==> src/rtl/svm_feature_packer.sv <==
// Packs F_WIDTH signed features into one vector over a ping-pong buffer pair, tags valence/arousal.
// Optional saturation of incoming features is enabled by defining SVM_FEAT_SAT_EN.
module svm_feature_packer #(
  parameter int NBITS       = 16,
  parameter int IN_BITS     = 24,
  parameter int F_WIDTH     = 32,
  parameter int LOG_F_WIDTH = 5
) (
  input  logic                     clk,
  input  logic                     rst,
  input  logic [IN_BITS-1:0]       feat_in,
  input  logic                     feat_valid,
  input  logic                     feat_last,
  output logic                     feat_ready,
  output logic [NBITS*F_WIDTH-1:0] in_features,
  output logic                     fin_valid,
  input  logic                     fin_ready,
  output logic                     fin_modality,
  output logic                     len_err
);

  localparam logic [LOG_F_WIDTH-1:0] LAST_IDX = LOG_F_WIDTH'(F_WIDTH - 1);

  logic [NBITS-1:0]       r_data [2][F_WIDTH];
  logic [1:0]             r_full;
  logic [1:0]             r_tag;
  logic                   r_wr_buf;
  logic                   r_rd_buf;
  logic                   r_wr_mod;
  logic                   r_len_err;
  logic [LOG_F_WIDTH-1:0] r_wr_idx;

  logic                   w_accept;
  logic                   w_drain;
  logic                   w_at_last;
  logic [NBITS-1:0]       w_feat;

`ifdef SVM_FEAT_SAT_EN
  localparam logic signed [IN_BITS-1:0] SAT_MAX = {{(IN_BITS-NBITS+1){1'b0}}, {(NBITS-1){1'b1}}};
  localparam logic signed [IN_BITS-1:0] SAT_MIN = {{(IN_BITS-NBITS+1){1'b1}}, {(NBITS-1){1'b0}}};

  always_comb begin
    w_feat = feat_in[NBITS-1:0];
    if ($signed(feat_in) > SAT_MAX) begin
      w_feat = SAT_MAX[NBITS-1:0];
    end else if ($signed(feat_in) < SAT_MIN) begin
      w_feat = SAT_MIN[NBITS-1:0];
    end
  end
`else
  logic w_unused_hi;
  assign w_unused_hi = ^feat_in[IN_BITS-1:NBITS];
  assign w_feat      = feat_in[NBITS-1:0];
`endif

  // Ready depends only on registered occupancy, never on feat_valid.
  assign feat_ready   = ~r_full[r_wr_buf];
  assign w_accept     = feat_valid & feat_ready;
  assign w_drain      = r_full[r_rd_buf] & fin_ready;
  assign w_at_last    = (r_wr_idx == LAST_IDX);

  assign fin_valid    = r_full[r_rd_buf];
  assign fin_modality = r_tag[r_rd_buf];
  assign len_err      = r_len_err;

  generate
    for (genvar gi = 0; gi < F_WIDTH; gi++) begin : g_out
      assign in_features[gi*NBITS +: NBITS] = r_data[r_rd_buf][gi];
    end
  endgenerate

  always_ff @(posedge clk or negedge rst) begin
    if (!rst) begin
      for (int b = 0; b < 2; b++) begin
        for (int j = 0; j < F_WIDTH; j++) begin
          r_data[b][j] <= '0;
        end
      end
    end else if (w_accept) begin
      r_data[r_wr_buf][r_wr_idx] <= w_feat;
    end
  end

  always_ff @(posedge clk or negedge rst) begin
    if (!rst) begin
      r_full    <= 2'b00;
      r_tag     <= 2'b00;
      r_wr_buf  <= 1'b0;
      r_rd_buf  <= 1'b0;
      r_wr_mod  <= 1'b0;
      r_len_err <= 1'b0;
      r_wr_idx  <= '0;
    end else begin
      // Drain and completion touch different buffers, so both may fire in one cycle.
      if (w_drain) begin
        r_full[r_rd_buf] <= 1'b0;
        r_rd_buf         <= ~r_rd_buf;
      end
      if (w_accept) begin
        if (w_at_last) begin
          r_full[r_wr_buf] <= 1'b1;
          r_tag[r_wr_buf]  <= r_wr_mod;
          r_wr_mod         <= ~r_wr_mod;
          r_wr_buf         <= ~r_wr_buf;
          r_wr_idx         <= '0;
          if (!feat_last) begin
            r_len_err <= 1'b1;
          end
        end else if (feat_last) begin
          // Short vector: drop it without consuming a modality slot.
          r_wr_idx  <= '0;
          r_len_err <= 1'b1;
        end else begin
          r_wr_idx <= r_wr_idx + LOG_F_WIDTH'(1);
        end
      end
    end
  end

endmodule

==> config.mk <==
export PLATFORM = sky130hd
export DESIGN_NAME = svm_feature_packer
export DESIGN_NICKNAME = d
export VERILOG_FILES = /design/src/rtl/svm_feature_packer.sv
export SDC_FILE = /design/constraint.sdc
export NUM_CORES = 1
export LEC_CHECK = 0
export CAP_MARGIN = 20
export CORE_MARGIN = 8
export CORE_UTILIZATION = 45
export CTS_BUF_LIST = sky130_fd_sc_hd__clkbuf_4
export DETAILED_ROUTE_END_ITERATION = 8
export GPL_TIMING_DRIVEN = 0
export PLACE_DENSITY = 0.75
export SETUP_SLACK_MARGIN = 0.05
export SLEW_MARGIN = 5
export SYNTH_ARGS = -nofsm -noshare
export SYNTH_HDL_FRONTEND = slang
export SYNTH_SLANG_ARGS = --single-unit
==> constraint.sdc <==
create_clock -name clk -period 2.95 [get_ports clk]
set_input_delay 0.59 -clock clk [delete_from_list [all_inputs] [get_ports clk]]
set_output_delay 0.59 -clock clk [all_outputs]
set_load 0.1 [all_outputs]
* Yosys cells after proc, flatten, opt, wreduce, memory -nomap -nowiden
Cells that the tools add are included.
** Word-level totals
- Bits in registers :: 1037
- Output and inout bits :: 516
- Logic and storage cells :: 129
** Cells by class
- Add/sub/neg operators :: 1
- Magnitude comparators :: 9
- Equality and inequality tests :: 2
- Muxes and demuxes :: 27
- Bitwise logic cells :: 12
- Reduce and logical (&&, ||, !) cells :: 7
** Operators by type and width (count)
- $mux W512 :: 4
- $bwmux W1024 :: 1
- $demux W512 S1 :: 1
- $demux W16 S5 :: 1
- $mux W16 :: 1
- $mux W1 :: 11
- $mux W5 :: 2
- $ge A6 B6 Y1 const B :: 1
- $lt A6 B1 Y1 const B :: 1
- $mux W2 :: 3
- $not A5 Y6 :: 1
- $add A5 B1 Y5 const B :: 1
- $eq A5 B5 Y1 const B :: 1
- $ge A2 B2 Y1 const B :: 2
- $logic_and A1 B1 Y1 :: 4
- $lt A1 B2 Y1 const B :: 2
- $not A1 Y1 :: 4
- $not A1 Y2 :: 2
- $reduce_and A3 Y1 :: 1
- $and A1 B1 Y1 :: 2
- $and A2 B2 Y2 :: 1
- $bwmux W2 :: 1
- $demux W1 S1 :: 2
- $ge A1 B1 Y1 const B :: 2
- 6 further kinds :: 6

* Depth between registers and ports, before layout
Gate-level depths: netlist of run 1.
- Depth after elaboration :: 10
- Gate-level depth with buffers :: 7
- Gate-level depth less buffers :: 6

* Worst setup path before layout of run 1
OpenSTA, ideal clock, no wires.
- Path type :: reg2reg
- Start :: register r_wr_buf
- End :: register r_wr_idx[2]
- Library setup time :: 0.119 ns
- Data arrival time :: 3.023 ns
- Setup slack :: -0.192 ns
- Stages on the path, launching flop included :: 5
- Buffers on the path :: 1
- Clock period less this slack :: 3.142 ns
- Path through :: dfrtp_1 > buf_6 > mux2i_1 > o311ai_0 > a21o_1
** Between the ends
- Cells in the longest elaborated chain, start to end :: 4
** RTL lines
- from (decl) :: RTL line 27 : logic r_wr_buf;
- from (signal assigned) :: RTL line 104 : r_wr_buf <= ~r_wr_buf;
- $mux W1 (implied by the code) (2 in a row) :: RTL line 57 : assign feat_ready = ~r_full[r_wr_buf];
- $not A1 Y1 :: RTL line 57
- via feat_ready :: RTL line 14 : output logic feat_ready,
- $and A1 B1 Y1 :: RTL line 58 : assign w_accept = feat_valid & feat_ready;
- to (signal assigned) :: RTL line 114 : r_wr_idx <= r_wr_idx + LOG_F_WIDTH'(1);
- to (decl) :: RTL line 31 : logic [LOG_F_WIDTH-1:0] r_wr_idx;
The timed path passes the listed nets, and every way through them passes these cells. The select of a mux whose other input is x is not followed.
A chain may end at the register's enable or synchronous reset.

* Worst setup path in the final report of run 1
- Start :: register r_rd_buf
- End :: output in_features[16]
** Between the ends
- Cells in the longest elaborated chain, start to end :: 4
** RTL lines
- from (decl) :: RTL line 28 : logic r_rd_buf;
- from (signal assigned) :: RTL line 97 : r_rd_buf <= ~r_rd_buf;
- $not A1 Y2 (implied by the code) :: RTL line 68 : assign in_features[gi*NBITS +: NBITS] = r_data[r_rd_buf][gi];
- $mux W512 (3 in a row)
- to (decl) :: RTL line 15 : output logic [NBITS*F_WIDTH-1:0] in_features,
No other way between the ends. The select of a mux whose other input is x is not followed.

==> flow_summary_export.csv, run 1 <==
group,metric,value,unit
status,status,"finished, violations left",
status,violations,"hold timing, setup timing",
synthesis,muxShareOfSynthArea,38.1,%
synthesis,synth-seq-cells,1037,
timing,layout_setup_ws,-0.445,ns
synthesis,avgSynthCellArea,15.6,um^2
critical_path,crit_start,"r_rd_buf",
cts,clock_latency,1.20,ns
cts,cts_max_level,5,
route,route.detailed.drc,0,
timing,min_period_over_period,115,%
timing,worstMarginPinSlew,1.23,ns
timing,fmax,0.295,GHz
place,io_buffers,520,
critical_path,crit_arrival,2.80,ns
route,ant_nets,0,
critical_path,rr_worst_depth,7,
floorplan,coreArea,102000,um^2
synthesis,async_reset_ff_share,100,%
grt,grt_usage,27.6,%
floorplan,die-height,337,um
route,wl_per_cell,29.9,um
cts,clkSlewWorstSetupHoldPaths,0.06,ns
final_layout,areaGrowthSynthToFinish,24.4,%
cts,cts_tree,"built",
timing,setup_tns,-192.55,ns
floorplan,die_area,114000,um^2
synthesis,yosys.area.top_type_share,56.0,%
critical_path,slowest_delay,0.40,ns
timing,rsz0062_at_grt,"true",
grt,grt.overflow.total,0,
synthesis,synth.most_common_cell,"mux2_2",
synthesis,ys_types,46,
grt,grt_start_max_net_pins,161,
synthesis,synth_top_family_by_area,"multiplexers",
synthesis,syn-cell-area,46400,um^2
critical_path,end_kind,"output pin",
power,p_total,42.3,mW
synthesis,synth_xor_xnor_area_share,0.0378,%
final_layout,drive_gt1_share,68.0,%
power,leakage,29.3,nW
power,power.density,732,nW/um^2
route,vias,29900,
critical_path,path_class,"flop to output pin",
grt,grt_pass1_wl,227000,um
critical_path,startpoint_type,"flop",
timing,relSlewSlack,17.9,%
route,vias_per_cell,5.57,
cts,clock_sinks,1037,
final_layout,final_cells,5377,
floorplan,rows,117,
synthesis,synth-main-ff-cell,"dfrtp_1",
synthesis,synth_compound_area_share,0.175,%
job,drv_cap,0,
timing,finalCriticalPeriod,3.39,ns
critical_path,cp_slowest_cell,"mux2_2",
synthesis,synth_fa_ha_area_share,0.135,%
critical_path,reg2reg_from,"r_wr_idx[0]",
synthesis,synthTopCellsByCount,"1431 x mux2_2, 1037 x dfrtp_1, 132 x clkbuf_1",
synthesis,synth-edff-count,0,
timing,slew_viol_final,0,
final_layout,multi_input_area,19100,um^2
place,gp_congestion,0.825,
timing,hold_violations,122,
critical_path,critPathMaxFanout,11,
final_layout,final_net_count,3854,
cts,cts_buffers,295,
critical_path,required,2.36,ns
final_layout,fillers,8452,
synthesis,syn_inst,2969,
hold_path,hp-class,"input port to asynchronous set/reset pin",
floorplan,initial_core_util,45.4,%
floorplan,ios,545,
floorplan,die_x,337,um
grt,grt_pass1_vias,31800,
synthesis,yosys_warnings,0,
cts,cts.path.max_buffers,4,
route,drtIter0Drc,2275,
synthesis,synth_simple_gate_area_share,2.40,%
timing,fin_skew,0.113,ns
critical_path,critPathMostFrequentCell,"buf_6",
place,dp_hpwl,112000,um
power,ir_drop,0.00102,V
critical_path,reg2reg_to,"r_data[281]",
place,post-place-ws,-1.58,ns
synthesis,syn-num-nets,3003,
critical_path,cp_cell_sequence,"buf_12, clkbuf_16, buf_6, buf_8, mux2_2, buf_6",
place,dp_cells,4876,
synthesis,post-synth-top-area-cell,"dfrtp_1",
final_layout,seqCellArea,26000,um^2
route,first_pass_iters,7,
cts,root_buffer,"clkbuf_4",
synthesis,synth.top_cells.by_area,"dfrtp_1 56%, mux2_2 35%, mux2_4 2.6%, clkbuf_1 1.1%, nor2_4 0.87%",
grt,grt_antenna_before_repair,18,
timing,setup_viol,516,
synthesis,seq_area_frac_synth,56.0,%
timing,whs,-0.652,ns
route,drt_wl_total,161000,um
critical_path,rrSetupSlack,0.65,ns
## registers in the layout, summed over array words and instances, names as in the netlist
register  cells
len_err       1
r_data     1024
r_full        2
r_rd_buf      1
r_tag         2
r_wr_buf      1
r_wr_idx      5
r_wr_mod      1
## layout make-up
class	instances	share of cell area, %
Multi-Input combinational cell	1668	33.1
Buffer	260	3.58
Clock buffer	427	5.56
Clock inverter	49	0.416
Tap cell	1368	2.97
Timing Repair Buffer	555	9.35
Inverter	3	0.0195
Antenna cell	10	0.0434
Sequential cell	1037	45.0
## metal layers
metal,track usage (%),up-vias,wire length [um]
met3,6.85,277,11300
li1,-,12400,-
met1,37.0,16000,68200
met2,43.6,1224,76100
met4,10.1,0,5100
met5,0,-,0
## cells by family after synthesis
logic type | after synthesis
simple gates | 108
mux | 1541
flops | 1037
compound gates | 12
xor+xnor | 2
buf+inv | 264
fa+ha+maj | 5
## timing repair
action                                   CTS  global route
endpoints found under the setup margin   516           579
endpoints found under the hold margin    208           139
setup buffers                              2             1
resized for setup                       2363          1319
hold buffers                               7             5
cloned                                     1             3
## cells in the final DEF (no fill, tap or decap), types with 12 or more instances in the layout
cell	n
nor2_4	36
buf_1	15
clkinv_1	34
nand2_2	16
buf_4	128
buf_8	45
mux2_1	29
clkbuf_4	573
buf_12	55
mux2_4	119
nor2_8	12
mux2_2	1392
clkbuf_1	98
buf_6	181
dfrtp_1	1036
buf_2	119
## worst max path at each step
stage | endpoint | slack [ns] | depth (start not counted)
global placement | r_data[89] | -45.80 | 1
CTS | in_features[178] | -0.87 | 5
finish | in_features[16] | -0.44 | 6
detailed placement | in_features[82] | -1.58 | 6
global route | in_features[98] | -0.53 | 6
floorplan | r_wr_idx[2] | 0.52 | 4
## power breakdown
part / switching, mW / leakage, nW / internal, mW
Sequential: 0.482 / 14.3 / 15.2
Combinational: 10.2 / 13.0 / 3.49
Clock: 6.10 / 2.10 / 6.74
Total: 16.8 / 29.3 / 25.4
## through the flow
step	util, %	cell area (um^2)
2_1_floorplan	-	46400
3_3_place_gp	52.2	53300
3_5_place_dp	52.6	53700
4_1_cts	55.7	56900
5_1_grt	56.5	57700
6_report	56.5	57700
## worst max-delay path: cells and delay by family, from the launching register on
family,cells,cell delay (ns)
buf+inv,5,0.89
flops,1,0.38
mux,1,0.40
Power figures use the tool's default switching activity.
==> run 2, diff against run 1 <==
--- a/config.mk
+++ b/config.mk
@@ -7,11 +7,10 @@
 export LEC_CHECK = 0
 export CAP_MARGIN = 20
 export CORE_MARGIN = 8
-export CORE_UTILIZATION = 45
-export CTS_BUF_LIST = sky130_fd_sc_hd__clkbuf_4
+export CORE_UTILIZATION = 35
 export DETAILED_ROUTE_END_ITERATION = 8
 export GPL_TIMING_DRIVEN = 0
-export PLACE_DENSITY = 0.75
+export PLACE_DENSITY = 0.63
 export SETUP_SLACK_MARGIN = 0.05
 export SLEW_MARGIN = 5
 export SYNTH_ARGS = -nofsm -noshare
==> flow_summary_export.csv, run 2 (synthesis results as in run 1) <==
group,metric,value,unit
status,status,"finished, violations left",
status,violations,"setup timing",
hold_path,hold_depth,1,
final_layout,drive_gt1_share,67.2,%
timing,setup_viol,156,
critical_path,rr_worst_depth,7,
place,postPlaceCellArea,54600,um^2
grt,grt_pass1_wl,241000,um
critical_path,crit_buf_inv,6,
floorplan,rows,133,
hold_path,hp-class,"flop to flop",
power,clockPowerShare,33.6,%
route,vias_per_cell,5.18,
power,leakage,30.7,nW
floorplan,die-height,380,um
critical_path,end_kind,"output pin",
route,vias,28800,
cts,root_buffer,"clkbuf_16",
grt,grt_pass1_vias,30000,
critical_path,required,2.36,ns
route,wl_per_cell,31.2,um
power,internal_power,29.3,mW
grt,grt_antenna_before_repair,15,
route,route.detailed.drc,0,
route,ant_nets,0,
timing,hold_violations,0,
hold_path,hold_path_startpoint,"r_data[267]",
floorplan,initial_core_util,35.3,%
timing,finalCriticalPeriod,3.07,ns
final_layout,mostFrequentLayoutCell,"mux2_2",
cts,cts_buffers,115,
timing,worstMarginPinSlew,1.22,ns
timing,min_period_over_period,104,%
critical_path,slowest_delay,0.43,ns
cts,cts_max_level,3,
timing,layout_setup_ws,-0.116,ns
final_layout,final_cells,5564,
final_layout,final_cell_mix,"1266 x mux2_2, 1035 x dfrtp_1, 245 x mux2_4",
critical_path,reg2reg_from,"r_wr_idx[0]",
power,pwr-share-comb,32.7,%
final_layout,top_regs,"r_data (1024), r_wr_idx (5)",
power,switching_share,37.2,%
critical_path,path_class,"flop to output pin",
critical_path,critPathMaxFanout,8,
place,io_buffers,520,
timing,slew_viol_final,0,
critical_path,critPathTopFamily,"buffers and inverters",
critical_path,crit_start,"r_rd_buf",
critical_path,reg2reg_to,"r_data[284]",
power,switchingPower,17.3,mW
route,drtIter0Drc,2213,
final_layout,fillers,11200,
final_layout,final_net_count,3737,
timing,fin_skew,0.0404,ns
cts,clock_latency,0.75,ns
critical_path,crit_arrival,2.48,ns
cts,cts.path.max_buffers,3,
power,ir_drop,0.000687,V
floorplan,coreArea,131000,um^2
critical_path,cp_slowest_cell,"dfrtp_2",
job,drv_cap,0,
place,dp_cells,5289,
floorplan,die_x,380,um
critical_path,startpoint_type,"flop",
floorplan,die_area,144000,um^2
final_layout,largest_reg_flops,1024,
cts,cts_tree,"built",
cts,clkSlewWorstSetupHoldPaths,0.06,ns
hold_path,hold-path-endpoint,"r_data[267]",
critical_path,cp_cell_sequence,"buf_12, clkbuf_16, clkbuf_16, buf_12, clkbuf_16, mux2_4, buf_12",
power,power.density,740,nW/um^2
grt,grt_start_max_net_pins,164,
final_layout,max_flop_register,"r_data",
floorplan,ios,545,
cts,clock_sinks,1037,
grt,grt.overflow.total,0,
critical_path,rrSetupSlack,0.64,ns
final_layout,areaGrowthSynthToFinish,35.9,%
place,gp_congestion,0.800,
timing,rsz0062_at_grt,"true",
timing,relSlewSlack,18.7,%
route,first_pass_iters,5,
timing,fmax,0.326,GHz
final_layout,final_area,63000,um^2
power,sequentialPowerShare,33.7,%
place,dp_hpwl,123000,um
route,drt_wl_total,174000,um
grt,grt_usage,23.1,%
## run 2: final cells by class
class	instances	area [um^2]	share of cell area [%]
clock buffer	156	3350	5.32
inverter	3	11.3	0.0179
tap	1755	2200	3.49
clock inverter	59	793	1.26
timing repair buffer	627	8970	14.2
buffer	251	2150	3.41
multi-input combinational	1668	19600	31.0
sequential	1037	26000	41.2
antenna	8	20.0	0.0318
## run 2: stage by stage
stage	setup WS, ns	utilization, %	total power [mW]	setup TNS (ns)	hold WS (ns)
floorplan	0.520	-	25.5	0	0.294
global placement	-47.15	40.9	29.2	-	0.463
detailed placement	-1.83	41.5	29.5	-656.00	0.474
CTS	-0.252	46.4	46.5	-46.51	0.465
global route	-0.177	47.9	47.9	-22.93	0.489
finish	-0.116	47.9	46.6	-6.25	0.485
## run 2: metal layers
metal / up-vias / share of wire [%] / GRT usage, %
met2: 884 / 47 / 37.0
met5: - / 0 / 0
met3: 204 / 5.8 / 4.25
met4: 0 / 2.7 / 5.98
met1: 15700 / 45 / 32.3
li1: 12000 / - / -
## run 2: power by group through the flow
| stage | Clock [mW] | Combinational [mW] | Sequential [mW] |
|---|---|---|---|
| after detailed placement | 0 | 13.6 | 15.9 |
| after global routing | 16.5 | 15.6 | 15.8 |
| final | 15.6 | 15.2 | 15.7 |
| after floorplan | 0 | 9.69 | 15.8 |
| after global placement | 0 | 13.2 | 16.0 |
| after CTS | 15.9 | 14.9 | 15.7 |
## run 2: worst max path at each step
stage / to / slack, ns / cells past startpoint
3_5_place_dp: in_features[98] / -1.83 / 6
4_1_cts: in_features[98] / -0.25 / 7
6_report: in_features[100] / -0.12 / 7
5_1_grt: in_features[100] / -0.18 / 7
3_3_place_gp: r_data[10] / -47.15 / 1
2_1_floorplan: r_wr_idx[2] / 0.52 / 4
## run 2: timing repair
action                                  in CTS  in global routing
endpoints found under the setup margin     516                463
gates resized for setup                   3843                424
setup buffers                               22                 20
endpoints found under the hold margin       89                  0
gates cloned                                 6                 16
hold buffers                                 4                  0
pin swaps                                    0                  0
